==> config.mk <==
export PLATFORM = sky130hd
export DESIGN_NAME = ps2_scan_fifo
export DESIGN_NICKNAME = d
export VERILOG_FILES = /design/src/rtl/ps2_scan_fifo.sv
export SDC_FILE = /design/constraint.sdc
export NUM_CORES = 1
export LEC_CHECK = 0
export ABC_AREA = 0
export CORE_MARGIN = 1.5
export CORE_UTILIZATION = 40
export DETAILED_ROUTE_END_ITERATION = 8
export SYNTH_ARGS = -nofsm -noshare
export SYNTH_HDL_FRONTEND = slang
export SYNTH_SLANG_ARGS = --single-unit
export TNS_END_PERCENT = 100
==> constraint.sdc <==
create_clock -name clk -period 3.8 [get_ports clk]
set_input_delay 0.76 -clock clk [delete_from_list [all_inputs] [get_ports clk]]
set_output_delay 0.76 -clock clk [all_outputs]
set_load 0.02 [all_outputs]
==> src/rtl/ps2_scan_fifo.sv <==
// PS/2 keyboard receiver: synchronises ps2_clk/data, deframes 11-bit frames, folds E0/F0
// prefixes into flags and queues key events in a first-word-fall-through FIFO.
module ps2_scan_fifo #(
  parameter int unsigned DEPTH       = 8,
  parameter int unsigned SYNC_STAGES = 2,
  parameter int unsigned TIMEOUT     = 2000
) (
  input  logic                         clk,
  input  logic                         rst,
  input  logic                         ps2_clk,
  input  logic                         data,
  output logic [7:0]                   rx_code,
  output logic                         rx_brk,
  output logic                         rx_ext,
  output logic                         rx_valid,
  input  logic                         rx_ready,
  output logic [$clog2(DEPTH+1)-1:0]   fill_level,
  output logic                         busy,
  output logic                         parity_err,
  output logic                         frame_err,
  output logic                         overflow
);

  localparam int unsigned AW = $clog2(DEPTH);
  localparam int unsigned WW = $clog2(TIMEOUT + 1);

  typedef enum logic [1:0] {StIdle, StData, StParity, StStop} state_e;

  logic [SYNC_STAGES-1:0] ck_sync_q, ck_sync_d, dt_sync_q, dt_sync_d;
  logic                   ck_prev_q, ck_prev_d;
  state_e                 state_q, state_d;
  logic [2:0]             cnt_q, cnt_d;
  logic [7:0]             sh_q, sh_d;
  logic                   par_q, par_d;
  logic [WW-1:0]          wd_q, wd_d;
  logic                   ext_pend_q, ext_pend_d, brk_pend_q, brk_pend_d;
  logic                   dec_vld_q, dec_vld_d;
  logic [7:0]             dec_byte_q, dec_byte_d;
  logic                   perr_q, perr_d, ferr_q, ferr_d, ovf_q, ovf_d;
  logic [AW:0]            wptr_q, wptr_d, rptr_q, rptr_d;
  logic [9:0]             mem [DEPTH];

  logic       fe, din, push, pop, full, do_push;
  logic [AW:0] fill;

  assign fe  = ck_prev_q & ~ck_sync_q[SYNC_STAGES-1];
  assign din = dt_sync_q[SYNC_STAGES-1];

  assign fill    = wptr_q - rptr_q;
  assign full    = (fill == (AW+1)'(DEPTH));
  assign push    = dec_vld_q && (dec_byte_q != 8'hE0) && (dec_byte_q != 8'hF0);
  assign pop     = rx_valid && rx_ready;
  assign do_push = push && (!full || pop);

  always_comb begin
    ck_sync_d  = {ck_sync_q[SYNC_STAGES-2:0], ps2_clk};
    dt_sync_d  = {dt_sync_q[SYNC_STAGES-2:0], data};
    ck_prev_d  = ck_sync_q[SYNC_STAGES-1];
    state_d    = state_q;
    cnt_d      = cnt_q;
    sh_d       = sh_q;
    par_d      = par_q;
    ext_pend_d = ext_pend_q;
    brk_pend_d = brk_pend_q;
    dec_byte_d = dec_byte_q;
    dec_vld_d  = 1'b0;
    perr_d     = 1'b0;
    ferr_d     = 1'b0;
    wd_d       = (state_q == StIdle || fe) ? '0 : wd_q + WW'(1);

    // Decode the byte accepted at the previous STOP edge
    if (dec_vld_q) begin
      if (dec_byte_q == 8'hE0) begin
        ext_pend_d = 1'b1;
      end else if (dec_byte_q == 8'hF0) begin
        brk_pend_d = 1'b1;
      end else begin
        ext_pend_d = 1'b0;
        brk_pend_d = 1'b0;
      end
    end

    if (state_q != StIdle && !fe && wd_q == WW'(TIMEOUT - 1)) begin
      state_d    = StIdle;
      ferr_d     = 1'b1;
      ext_pend_d = 1'b0;
      brk_pend_d = 1'b0;
      wd_d       = '0;
    end else if (fe) begin
      unique case (state_q)
        StIdle: begin
          if (!din) begin
            state_d = StData;
            cnt_d   = 3'd0;
          end else begin
            ferr_d = 1'b1;
          end
        end
        StData: begin
          sh_d  = {din, sh_q[7:1]};
          cnt_d = cnt_q + 3'd1;
          if (cnt_q == 3'd7) state_d = StParity;
        end
        StParity: begin
          par_d   = din;
          state_d = StStop;
        end
        StStop: begin
          state_d = StIdle;
          if (!din) begin
            ferr_d     = 1'b1;
            ext_pend_d = 1'b0;
            brk_pend_d = 1'b0;
          end else if (^{sh_q, par_q} == 1'b0) begin
            perr_d     = 1'b1;
            ext_pend_d = 1'b0;
            brk_pend_d = 1'b0;
          end else begin
            dec_vld_d  = 1'b1;
            dec_byte_d = sh_q;
          end
        end
      endcase
    end

    wptr_d = wptr_q + {{AW{1'b0}}, do_push};
    rptr_d = rptr_q + {{AW{1'b0}}, pop};
    ovf_d  = push && full && !pop;
  end

  always_ff @(posedge clk or posedge rst) begin
    if (rst) begin
      ck_sync_q  <= '1;
      dt_sync_q  <= '1;
      ck_prev_q  <= 1'b1;
      state_q    <= StIdle;
      cnt_q      <= '0;
      sh_q       <= '0;
      par_q      <= 1'b0;
      wd_q       <= '0;
      ext_pend_q <= 1'b0;
      brk_pend_q <= 1'b0;
      dec_vld_q  <= 1'b0;
      dec_byte_q <= '0;
      perr_q     <= 1'b0;
      ferr_q     <= 1'b0;
      ovf_q      <= 1'b0;
      wptr_q     <= '0;
      rptr_q     <= '0;
    end else begin
      ck_sync_q  <= ck_sync_d;
      dt_sync_q  <= dt_sync_d;
      ck_prev_q  <= ck_prev_d;
      state_q    <= state_d;
      cnt_q      <= cnt_d;
      sh_q       <= sh_d;
      par_q      <= par_d;
      wd_q       <= wd_d;
      ext_pend_q <= ext_pend_d;
      brk_pend_q <= brk_pend_d;
      dec_vld_q  <= dec_vld_d;
      dec_byte_q <= dec_byte_d;
      perr_q     <= perr_d;
      ferr_q     <= ferr_d;
      ovf_q      <= ovf_d;
      wptr_q     <= wptr_d;
      rptr_q     <= rptr_d;
    end
  end

  always_ff @(posedge clk) begin
    if (do_push) mem[wptr_q[AW-1:0]] <= {ext_pend_q, brk_pend_q, dec_byte_q};
  end

  // Head fields are forced to zero while empty so reset leaves every output at 0
  assign rx_valid = (fill != '0);
  assign {rx_ext, rx_brk, rx_code} = rx_valid ? mem[rptr_q[AW-1:0]] : 10'd0;
  assign fill_level = fill;
  assign busy       = (state_q != StIdle);
  assign parity_err = perr_q;
  assign frame_err  = ferr_q;
  assign overflow   = ovf_q;

endmodule
==> results of run 1 <==
## logic make-up (layout without fill, tap and decap cells)
logic type / count (synthesis) / after routing / synth area share (%)
buffers and inverters: 27 / 85 / 2.02
AND/OR/NAND/NOR: 95 / 95 / 8.19
flip-flops: 132 / 132 / 67.3
adder cells (fa/ha/maj): 15 / 15 / 3.54
AO/OA/AOI/OAI: 27 / 27 / 2.93
multiplexers: 37 / 37 / 12.1
XOR/XNOR: 23 / 23 / 3.90
## synthesized netlist by cell type, drive strengths merged (7+ instances only)
| master | number |
|---|---|
| nand3 | 9 |
| xor2 | 9 |
| mux4 | 20 |
| o21ai | 7 |
| edfxtp | 80 |
| nor4 | 9 |
| ha | 14 |
| mux2 | 16 |
| nand2 | 36 |
| xnor2 | 13 |
| a21oi | 12 |
| inv | 15 |
| dfrtp | 47 |
| clkbuf | 7 |
| nor2 | 18 |
## layout make-up
class,count,area [um^2]
Tap cell,176,220
Timing Repair Buffer,38,360
Sequential cell,132,3710
Clock buffer,19,433
Inverter,15,56.3
Multi-Input combinational cell,197,1760
Clock inverter,13,181
Fill cell,1113,6630
## worst min path at each step
stage,depth (start not counted),slack (ns),end,start
2_1_floorplan,0,0.35,ck_sync_q[1],ck_sync_q[0]
3_3_place_gp,0,0.35,ck_sync_q[1],ck_sync_q[0]
3_5_place_dp,0,0.35,dt_sync_q[1],dt_sync_q[0]
4_1_cts,0,0.36,dt_sync_q[1],dt_sync_q[0]
5_1_grt,0,0.36,dt_sync_q[1],dt_sync_q[0]
6_report,0,0.35,dt_sync_q[1],dt_sync_q[0]
## routing by layer
layer	part of all wire, %	vias up	GRT usage [%]
li1	-	1412	-
met1	46	1450	19.1
met2	49	46	24.6
met3	2.8	13	4.25
met4	1.8	0	6.40
met5	0	-	0
## stage by stage
stage / worst slack [ns] / hold slack (ns) / TNS (ns) / utilization (%) / cells
5_1_grt: -0.107 / 0.358 / -0.402 / 50.4 / 590
2_1_floorplan: 0.0852 / 0.345 / 0 / - / 356
3_5_place_dp: 0.430 / 0.347 / 0 / 45.4 / 557
3_3_place_gp: 0.523 / 0.346 / 0 / 45.4 / 557
4_1_cts: 0.0373 / 0.355 / 0 / 50.0 / 589
6_report: 0.0397 / 0.355 / 0 / 50.4 / 590
## what timing repair did
| action | CTS | global route |
|---|---|---|
| pin swaps | 0 | 1 |
| cloned | 0 | 1 |
| endpoints found under the setup margin | 4 | 10 |
| resized for setup | 2 | 15 |
## flip-flops by register name (all words and copies together) (netlist names), 2 cells and up
name / count
ck_sync_q: 2
dt_sync_q: 2
rptr_q: 4
dec_byte_q: 8
wd_q: 11
sh_q: 8
state_q: 2
cnt_q: 3
wptr_q: 4
mem: 80
## power groups by stage
stage                     combinational, uW  clock (uW)  sequential, uW
after floorplan                        1310           0            1940
after global placement                 1900           0            1980
after detailed placement               1950           0            2000
after CTS                              1950        1720            1970
after global routing                   2170        1790            2010
final                                  1980        1690            1970
==> reports/metrics.yaml, run 1 <==
status: "finished clean"
worst_pin_slew_ns: 1.09
swShare_pct: 32.5
rsz0062_at_grt: "yes"
die_h_um: 120
reg2reg_setup_slack_ns: 0.87
drt_wl_total_um: 9830
yosysTopAreaCell: "edfxtp_1"
crit_type: "flip-flop to output port"
power_frac_seq_pct: 34.9
drc: 0
clockRootBuffer: "clkbuf_16"
drive_gt1_share_pct: 23.7
final.setup_skew_ns: 0.00571
holdBufCountCts: 0
synthCells: 356
pin_count: 24
switchingPower_uw: 1830
endpoint: "rx_code[1]"
clk_path_buf_depth: 2
startpoint: "wptr_q[0]"
layout_commonest_cell: "edfxtp_1"
cts_buffers: 17
port_buffers: 23
layout_common_cells: "80 x edfxtp_1, 46 x dfrtp_1, 36 x nand2_1, 20 x mux4_2, 18 x nor2_1"
finalMaxSlewViolations: 0
clk_pin_slew_ns: 0.05
syn_nets: 376
first_pass_iters: 4
hpwlAfterDp_um: 6160
worstReg2RegEnd: "wptr_q[2]"
grt_max_degree: 53
cp.depth: 8
finalHoldViolCount: 0
timing.slew.headroom_pct: 27.4
critical_path_arrival_ns: 3.00
crit_family: "buffers and inverters"
worstSkewPairLatency_ns: 0.41
fin_area_mm2: 0.00672
path_max_fanout: 7
setup_viol: 0
syn_area_per_cell_um2: 15.5
diodes: 0
post-route-period-util_pct: 99.0
max_freq_ghz: 0.266
power.share.combinational_pct: 35.2
drt_iter0_drc: 137
netlist.area_leader.share_pct: 43.6
slowest_stage: "fa_1"
synth_area_leaders: "edfxtp_1 44%, dfrtp_1 21%, mux4_2 8.2%"
place_congestion: 0.727
synth_area_mm2: 0.00551
dpl_cell_area_mm2: 0.00606
post_cts_buffers: 0
async_reset_ff_share_pct: 39.4
area_growth_pct: 22.0
pwr_density_cell_mw_per_mm2: 838
slowest_delay_ns: 0.53
grt_pass1_wl_um: 16300
viasPerCell: 4.95
hold_class: "flip-flop to flip-flop"
vias: 2921
die_area_mm2: 0.0145
clockPowerShare_pct: 29.9
total_power_uw: 5630
synth_edf_count: 80
cts_tree: "done"
ys_warn_count: 0
die_x_um: 120
r2r_start: "wptr_q[0]"
cp-start-kind: "flip-flop"
p_leak_uw: 0.00261
ant_nets: 0
reg2reg_depth: 10
track_usage_pct: 15.1
end_kind: "output port"
crit_chain: "inv_2 > ha_1 > inv_1 > fa_1 > a2111oi_4 > buf_4 > a21oi_1 > clkdlybuf4s50_1"
h-tree-depth: 4
overflow: 0
ys_seq_area_share_pct: 67.3
grt_pass1_vias: 3127
row_count: 42
period_minus_slack_ns: 3.76
wl_per_cell_um: 16.7
peakVddDrop_mv: 0.411
start_util_pct: 41.3
antenna_found_initial: 0
intPower_uw: 3800
nNetsFinal: 421
core_mm2: 0.0133
ys_ff_latch: 132
critPathBufInv: 4
cap_violations: 0
ys_types: 40
cp.required_ns: 3.04
clkSinkCount: 132
ys.flop_type: "edfxtp_1"
Note: power is estimated with default switching activity, not from simulation.
==> run 2: changes to the inputs <==
--- a/config.mk
+++ b/config.mk
@@ -6,5 +6,5 @@
 export NUM_CORES = 1
 export LEC_CHECK = 0
-export ABC_AREA = 0
+export ABC_AREA = 1
 export CORE_MARGIN = 1.5
 export CORE_UTILIZATION = 40
==> constraint.sdc (replaced) <==
create_clock -name clk -period 3.3 [get_ports clk]
set_input_delay 0.33 -clock clk [delete_from_list [all_inputs] [get_ports clk]]
set_output_delay 0.33 -clock clk [all_outputs]
set_load 0.02 [all_outputs]
==> run 2 against run 1 <==
  * Clock power is 14% higher
  * Total power is 12% higher
  * Global-route usage is 0.96 points higher
  * Design area is 3.8% higher
  * Register-to-register slack worse by 0.60 ns
  * Synthesized area increased by 7.8%
  * Combinational power rose by 15%
  * Critical endpoint is now rx_code[4]
  * Cell count up 33%
  * Sequential share of layout area decreased by 2.0 points
  * First-iteration DRC count rose by 110%
  * Count of clock-buffer cells in the layout down 1
  * Wire length is 17% higher
==> reports/metrics.yaml, run 2 <==
status: "finished clean"
timing.slew.headroom_pct: 25.0
rsz0062_at_grt: "no"
final.setup_skew_ns: 0.0116
grt_max_degree: 62
cts_tree: "done"
track_usage_pct: 16.1
dp.cells: 755
post-route-period-util_pct: 93.8
area_growth_pct: 17.4
die_h_um: 125
holdBufCountCts: 0
clockRootBuffer: "clkbuf_16"
diodes: 0
synth.mux.area_fraction_pct: 3.96
total_power_uw: 6290
syn_nets: 576
synth_area_leaders: "edfxtp_1 40%, dfrtp_1 20%, nand2_1 6.5%"
worstReg2RegEnd: "mem[5][4]"
antenna_found_initial: 0
pwr_density_cell_mw_per_mm2: 901
hold_class: "primary input to async pin"
ys_seq_area_share_pct: 62.4
cp.depth: 10
synth_compound_area_share_pct: 7.79
overflow: 0
wl_per_cell_um: 14.6
netlist_top_cells_count: "103 x nand2_1, 80 x edfxtp_1, 73 x inv_1"
finalHoldViolCount: 0
netlist.area_leader.share_pct: 40.4
cap_violations: 0
synth_edf_count: 80
worst_slack_ns: 0.204
synth_xor_area_share_pct: 1.33
synth_top_family_by_area: "simple AND/OR/NAND/NOR gates"
r2r_start: "wptr_q[0]"
clkSinkCount: 132
first_pass_iters: 4
port_buffers: 23
slowest_stage: "dfrtp_1"
grt_pass1_wl_um: 19500
crit_type: "flip-flop to output port"
critPathBufInv: 4
synthCells: 556
clk_path_buf_depth: 2
worst_pin_slew_ns: 1.12
start_util_pct: 40.9
finalMaxSlewViolations: 0
reg2reg_setup_slack_ns: 0.27
fin_cells: 787
path_max_fanout: 12
die_x_um: 125
startpoint: "wptr_q[0]"
ys.flop_type: "edfxtp_1"
cp.required_ns: 2.97
cpMostUsedCell: "nor2_1"
yosysTopAreaCell: "edfxtp_1"
drt_wl_total_um: 11500
period_minus_slack_ns: 3.10
crit_family: "buffers and inverters"
drive_gt1_share_pct: 13.4
pre_cts_slack_ns: 0.209
ys_ff_latch: 132
cp-start-kind: "flip-flop"
layout_commonest_cell: "nand2_1"
largest_register_ffs: 80
max_freq_ghz: 0.323
setup_viol: 0
critical_path_arrival_ns: 2.77
grt_pass1_vias: 3960
core_mm2: 0.0145
yosysMostFrequentCell: "nand2_1"
slowest_delay_ns: 0.45
endpoint: "rx_code[4]"
fin_area_mm2: 0.00698
crit_chain: "inv_2 > ha_1 > inv_1 > fa_1 > xor2_1 > or3_1 > nor2_1 > buf_6 > nor2_1 > dlygate4sd2_1"
nNetsFinal: 610
h-tree-depth: 4
async_reset_ff_share_pct: 39.4
worstSkewPairLatency_ns: 0.42
layout_common_cells: "103 x nand2_1, 80 x edfxtp_1, 71 x inv_1, 49 x o21ai_0, 46 x dfrtp_1"
ys_types: 37
yosys.area_share.simple_pct: 15.1
die_area_mm2: 0.0156
p_leak_uw: 0.00301
drc: 0
clk_pin_slew_ns: 0.06
ys_warn_count: 0
row_count: 44
synth_area_mm2: 0.00594
place_congestion: 0.796
viasPerCell: 4.86
reg2reg_depth: 10
finalSetupTns_ns: 0
hpwlAfterDp_um: 7630
cts_buffers: 17
dpl_cell_area_mm2: 0.00638
drt_iter0_drc: 293
synthAdderAreaFrac_pct: 3.28
end_kind: "output port"
peakVddDrop_mv: 0.415
pin_count: 24
ant_nets: 0
vias: 3822
syn_area_per_cell_um2: 10.7
-- run 2: cell count changes in the layout (fill, tap and decap cells not counted), sizes merged, moves of 10 or more --
| cell | before | now |
|---|---|---|
| nor2 | 18 | 43 |
| dlygate4sd2 | 1 | 11 |
| a21oi | 12 | 28 |
| mux4 | 20 | 0 |
| o21ai | 7 | 59 |
| inv | 17 | 79 |
| nand2 | 36 | 116 |
| nand3 | 9 | 27 |
-- run 2: worst min path at each step --
stage                     depth (start not counted)          from  slack (ns)            to
after floorplan                                   0       ps2_clk        0.33  ck_sync_q[0]
after global placement                            0  dt_sync_q[0]        0.35  dt_sync_q[1]
after detailed placement                          0  dt_sync_q[0]        0.35  dt_sync_q[1]
after CTS                                         2           rst        0.30     rptr_q[3]
after global routing                              1          data        0.32  dt_sync_q[0]
final                                             2           rst        0.29     rptr_q[3]
-- run 2: worst reg2reg max path, stage by stage (launching register included) --
cell     delay [ns]
dfrtp_1        0.45
inv_2          0.12
ha_1           0.15
inv_1          0.06
fa_1           0.38
xor2_1         0.21
or3_1          0.15
nor2_1         0.04
nand2_1        0.10
nand2_2        0.13
nor2_1         0.87
-- run 2: what timing repair did --
item,CTS,global route
setup endpoints to repair,11,11
setup buffers,0,0
resized for setup,11,3
pin swaps,0,0
gates cloned,0,0
-- run 2: where the power goes --
part	switching (uW)	internal (uW)	total (uW)
Clock	720	1200	1920
Combinational	1410	862	2270
Sequential	179	1930	2100
-- run 2: cell type report --
class / count / area, um^2
clock buffers: 18 / 429
clock inverters: 14 / 178
fillers: 1321 / 7550
inverters: 76 / 285
multi-input cells: 333 / 1870
flip-flops and latches: 132 / 3710
well taps: 184 / 230
repair buffers: 30 / 273
-- run 2: logic make-up (layout without fill, tap and decap cells) --
group	Yosys count	in the layout
AO/OA/AOI/OAI	90	90
multiplexers	21	21
XOR/XNOR	9	9
buffers and inverters	91	138
AND/OR/NAND/NOR	198	198
flip-flops	132	132
adder cells (fa/ha/maj)	15	15
-- run 2: stage by stage --
step | hold slack, ns | util (%)
6_report | 0.288 | 48.0
2_1_floorplan | 0.334 | -
5_1_grt | 0.319 | 48.0
4_1_cts | 0.301 | 48.0
3_3_place_gp | 0.347 | 43.9
3_5_place_dp | 0.347 | 43.9
-- run 2: per-layer routing --
layer / vias up / part of all wire, % / track usage, %
met5: - / 0 / 0
met4: 0 / 1.0 / 6.02
met3: 10 / 3.2 / 4.51
met2: 55 / 51 / 27.3
met1: 1836 / 45 / 19.5
li1: 1921 / - / -
==> run 3: changes to the inputs <==
- CTS_BUF_LIST: default -> sky130_fd_sc_hd__clkbuf_4
- SKIP_LAST_GASP: default -> 1
==> run 3 against run 2 <==
  * Hold slack worse by 0.14 ns
  * Sequential cell count unchanged
  * Worst setup slack worse by 0.037 ns
  * Critical endpoint is now rx_ext
==> reports/metrics.yaml, run 3 (synthesis results as in run 2) <==
core_mm2: 0.0145
finalMaxSlewViolations: 0
first_pass_iters: 4
nNetsFinal: 614
grt_pass1_vias: 3926
track_usage_pct: 15.9
cp.required_ns: 2.97
clockRootBuffer: "clkbuf_4"
drive_gt1_share_pct: 15.7
h-tree-depth: 4
regArea_mm2: 0.00371
drt_wl_total_um: 11700
finalHoldViolCount: 0
drt_iter0_drc: 339
post-route-period-util_pct: 94.9
worst_pin_slew_ns: 1.15
place_congestion: 0.796
final.fill_count: 1358
cp-start-kind: "flip-flop"
timing.slew.headroom_pct: 22.9
start_util_pct: 40.9
layout_commonest_cell: "nand2_1"
diodes: 0
die_x_um: 125
cts_buffers: 17
die_h_um: 125
wl_per_cell_um: 14.7
clk_path_buf_depth: 2
port_buffers: 23
vias: 3846
ant_nets: 0
area_growth_pct: 12.8
pwr_density_cell_mw_per_mm2: 835
crit_type: "flip-flop to output port"
cap_violations: 0
rsz0062_at_grt: "no"
critical_path_arrival_ns: 2.80
max_freq_ghz: 0.319
worstSkewPairLatency_ns: 0.52
setup_viol: 0
overflow: 0
period_minus_slack_ns: 3.13
clkSinkCount: 132
holdBufCountCts: 0
pin_count: 24
row_count: 44
p_leak_uw: 0.00290
final.setup_skew_ns: 0.0141
die_area_mm2: 0.0156
largest_register_ffs: 80
end_kind: "output port"
peakVddDrop_mv: 0.343
drc: 0
finalSetupTns_ns: 0
reg2reg_depth: 10
clk_pin_slew_ns: 0.12
layout_common_cells: "103 x nand2_1, 80 x edfxtp_1, 71 x inv_1, 49 x o21ai_0, 46 x dfrtp_1"
grt_pass1_wl_um: 19300
multi_input_comb_area_mm2: 0.00188
pre_cts_slack_ns: 0.209
worst_slack_ns: 0.167
grt_max_degree: 62
hold_class: "primary input to async pin"
antenna_found_initial: 0
path_max_fanout: 5
cts_tree: "done"
hpwlAfterDp_um: 7630
viasPerCell: 4.86
status: "finished clean"
## run 3: path summary, 6_finish.rpt
check	start	endpoint	slack, ns
setup / recovery	wptr_q[0]	rx_ext	0.17
hold / removal	rst	rptr_q[3]	0.15
setup reg to reg	wptr_q[0]	mem[5][7]	0.26
hold reg to reg	dt_sync_q[0]	dt_sync_q[1]	0.36
max in group asynchronous	rst	dt_sync_q[0]	2.33
min in group clk	data	dt_sync_q[0]	0.20
## run 3: layout make-up
cell class	instances	area share [%]
clock buffers	18	2.02
clock inverters	14	2.65
inverters	76	4.26
multi-input cells	333	28.1
flip-flops and latches	132	55.4
well taps	184	3.43
repair buffers	34	4.18
## run 3: worst max-delay path: stages, from the launching register on
cell             delay (ns)
dfrtp_1                0.42
inv_2                  0.09
ha_1                   0.15
inv_1                  0.06
fa_1                   0.38
xor2_1                 0.19
or3_4                  0.35
nor2_4                 0.17
buf_6                  0.15
nor2_1                 0.05
clkdlybuf4s15_1        0.27
## run 3: layer usage
| metal | vias to the layer above | GRT usage, % | share of wire [%] |
|---|---|---|---|
| li1 | 1931 | - | - |
| met1 | 1836 | 19.1 | 44 |
| met2 | 71 | 27.6 | 51 |
| met3 | 8 | 4.85 | 3.9 |
| met4 | 0 | 4.48 | 0.91 |
| met5 | - | 0 | 0 |
## run 3: through the flow
stage	util (%)	cells	cell area, um^2	power, uW	hold WS [ns]
floorplan	-	556	5940	3750	0.334
global placement	43.9	755	6380	4490	0.347
CTS	46.0	788	6690	5610	0.137
finish	46.1	791	6700	5600	0.151
detailed placement	43.9	755	6380	4540	0.347
global route	46.1	791	6700	5990	0.151
## run 3: where the power goes
part	internal (uW)	leakage (uW)	switching, uW	total [uW]
sequential	1920	0.00145	176	2100
combinational	882	0.00129	1460	2340
clock	542	0.000156	619	1160
## run 3: what timing repair did
action	CTS	global route
gates cloned	0	1
buffers inserted	1	2
pin swaps	0	1
setup endpoints to repair	11	11
resized for setup	12	26
==> RTL change: new RTL, settings of run 3 <==
The parameter `DEPTH` goes from 8 to 16.
--- a/src/rtl/ps2_scan_fifo.sv
+++ b/src/rtl/ps2_scan_fifo.sv
@@ -1,7 +1,7 @@
 // PS/2 keyboard receiver: synchronises ps2_clk/data, deframes 11-bit frames, folds E0/F0
 // prefixes into flags and queues key events in a first-word-fall-through FIFO.
 module ps2_scan_fifo #(
-  parameter int unsigned DEPTH       = 8,
+  parameter int unsigned DEPTH       = 16,
   parameter int unsigned SYNC_STAGES = 2,
   parameter int unsigned TIMEOUT     = 2000
 ) (
Interface: changed (resized fill_level); port bits go from 24 to 25. No check against the original RTL was run, so the function may have changed too.
==> RTL change against run 3 <==
Die area grew 55%; synthesized area grew 56%; clock skew grew 0.042 ns; critical path depth shrank 1; clock power grew 87%; power grew 65%; cell count grew 63%; combinational power grew 61%; wire length grew 86%; critical path type unchanged; design area grew 60%; core utilization grew 1.3 points; setup slack lost 0.075 ns; sequential cell count grew 82.
==> RTL change: results (changes against run 3) <==
Global route:
- The met1 routing resource usage after global routing is 26.0% (was 19.1%).
- The met3 global-route usage is 3.82% (was 4.85%).
- The number of global-route vias before repair is 6320 (was 3926).
- The largest net degree at the start of global routing was 53 (was 62).

Routing:
- The detailed router's first-iteration violation count was 422 (was 339).
- The met2 wirelength from detailed routing is 9890 um (was 6000 um).
- The routed length per instance is 16.9 um (was 14.7 um).
- The total wire length is 21700 um (was 11700 um).

Setup path:
- The delay of the slowest cell on the worst path is 0.52 ns (was 0.42 ns).
- The maximum fanout count along the critical path came to 6 (was 5).
- The number of cells on the worst reg-to-reg path is 13 (was 10).
- The category of cells accounting for the largest share of critical-path delay was adder cells (was buffers and inverters).
- The worst-path cell with the longest stage delay is fa_2 (was dfrtp_1).

Place:
- The number of port buffers is 24 (was 23).
- The worst slack at placement is 0.440 ns (was 0.209 ns).
- The cell total after placement is 1189 (was 755).
- The last weighted congestion value of the routability-driven placer came to 0.827 (was 0.796).
- The placement-stage cell area is 0.0100 mm^2 (was 0.00638 mm^2).
- The HPWL reported at the end of detailed placement is 13200 um (was 7630 um).

Power and ir drop:
- The power consumed by sequential cells was 0.00328 W (was 0.00210 W).
- The worst vdd rail ir drop is 0.000367 V (was 0.000343 V).
- The total power density per cell area came to 857 mW/mm^2 (was 835 mW/mm^2).
- The relative contribution of the clock network to total power is 23.5% (was 20.8%).

Final layout:
- The area of the multi-input gates is 0.00274 mm^2 (was 0.00188 mm^2).
- The count of inverters other than clock inverters in the layout is 65 (was 76).
- The clock network area share was 6.28% (was 4.67%).
- The fraction of final layout cells sized beyond drive strength 1 came to 15.1% (was 15.7%).
- The layout filler cell count is 2130 (was 1358).
- The antenna diode instance count is 2 (was 0).
- The net total in the final layout was 987 (was 614).

Synth:
- The share of the yosys chip area belonging to registers is 66.4% (was 62.4%).
- The multiplexer share of the synthesized area is 0.108% (was 3.96%).
- The share of synthesized cell area in full adder, half adder and majority cells came to 2.24% (was 3.28%).
- The count of flip-flops with a built-in enable after synthesis was 160 (was 80).

STA:
- The remaining max-slew budget at the tightest pin was 48.4% (was 22.9%).
- The setup skew after layout came to 0.0565 ns (was 0.0141 ns).

Status:
- Outcome: complete, no violations (unchanged).

Clocking:
- The number of buffers inserted during clock tree synthesis is 55 (was 17).
- The number of buffers on the longest clock path is 3 (was 2).
- The clock latency on the worst-skew pair is 0.69 ns (was 0.52 ns).

Hold path:
- The worst hold-check path type is in -> reg (was in -> async).
[RTL change: cell count changes after synthesis, sizes merged, moves of 15 or more]
cell	before	now
a21oi	28	70
buf	7	22
edfxtp	80	160
mux2	20	0
nand2	116	262
nand3	27	55
nor2	43	59
nor3	6	29
o21ai	59	26
[RTL change: metrics by stage]
step                      total power [W]  hold WS (ns)
after floorplan                   0.00574         0.334
after detailed placement          0.00713         0.347
after CTS                         0.00923        0.0266
after global placement            0.00710         0.346
after global routing              0.00987        0.0381
final                             0.00922        0.0863
[RTL change: worst paths after layout]
kind | start | to | slack [ns]
max | rptr_q[0] | rx_ext | 0.09
min | data | dt_sync_q[0] | 0.09
max reg2reg | rptr_q[0] | rptr_q[4] | 0.60
min reg2reg | dt_sync_q[0] | dt_sync_q[1] | 0.34
max in group asynchronous | rst | dt_sync_q[0] | 2.08
min in group asynchronous | rst | dec_byte_q[6] | 0.55
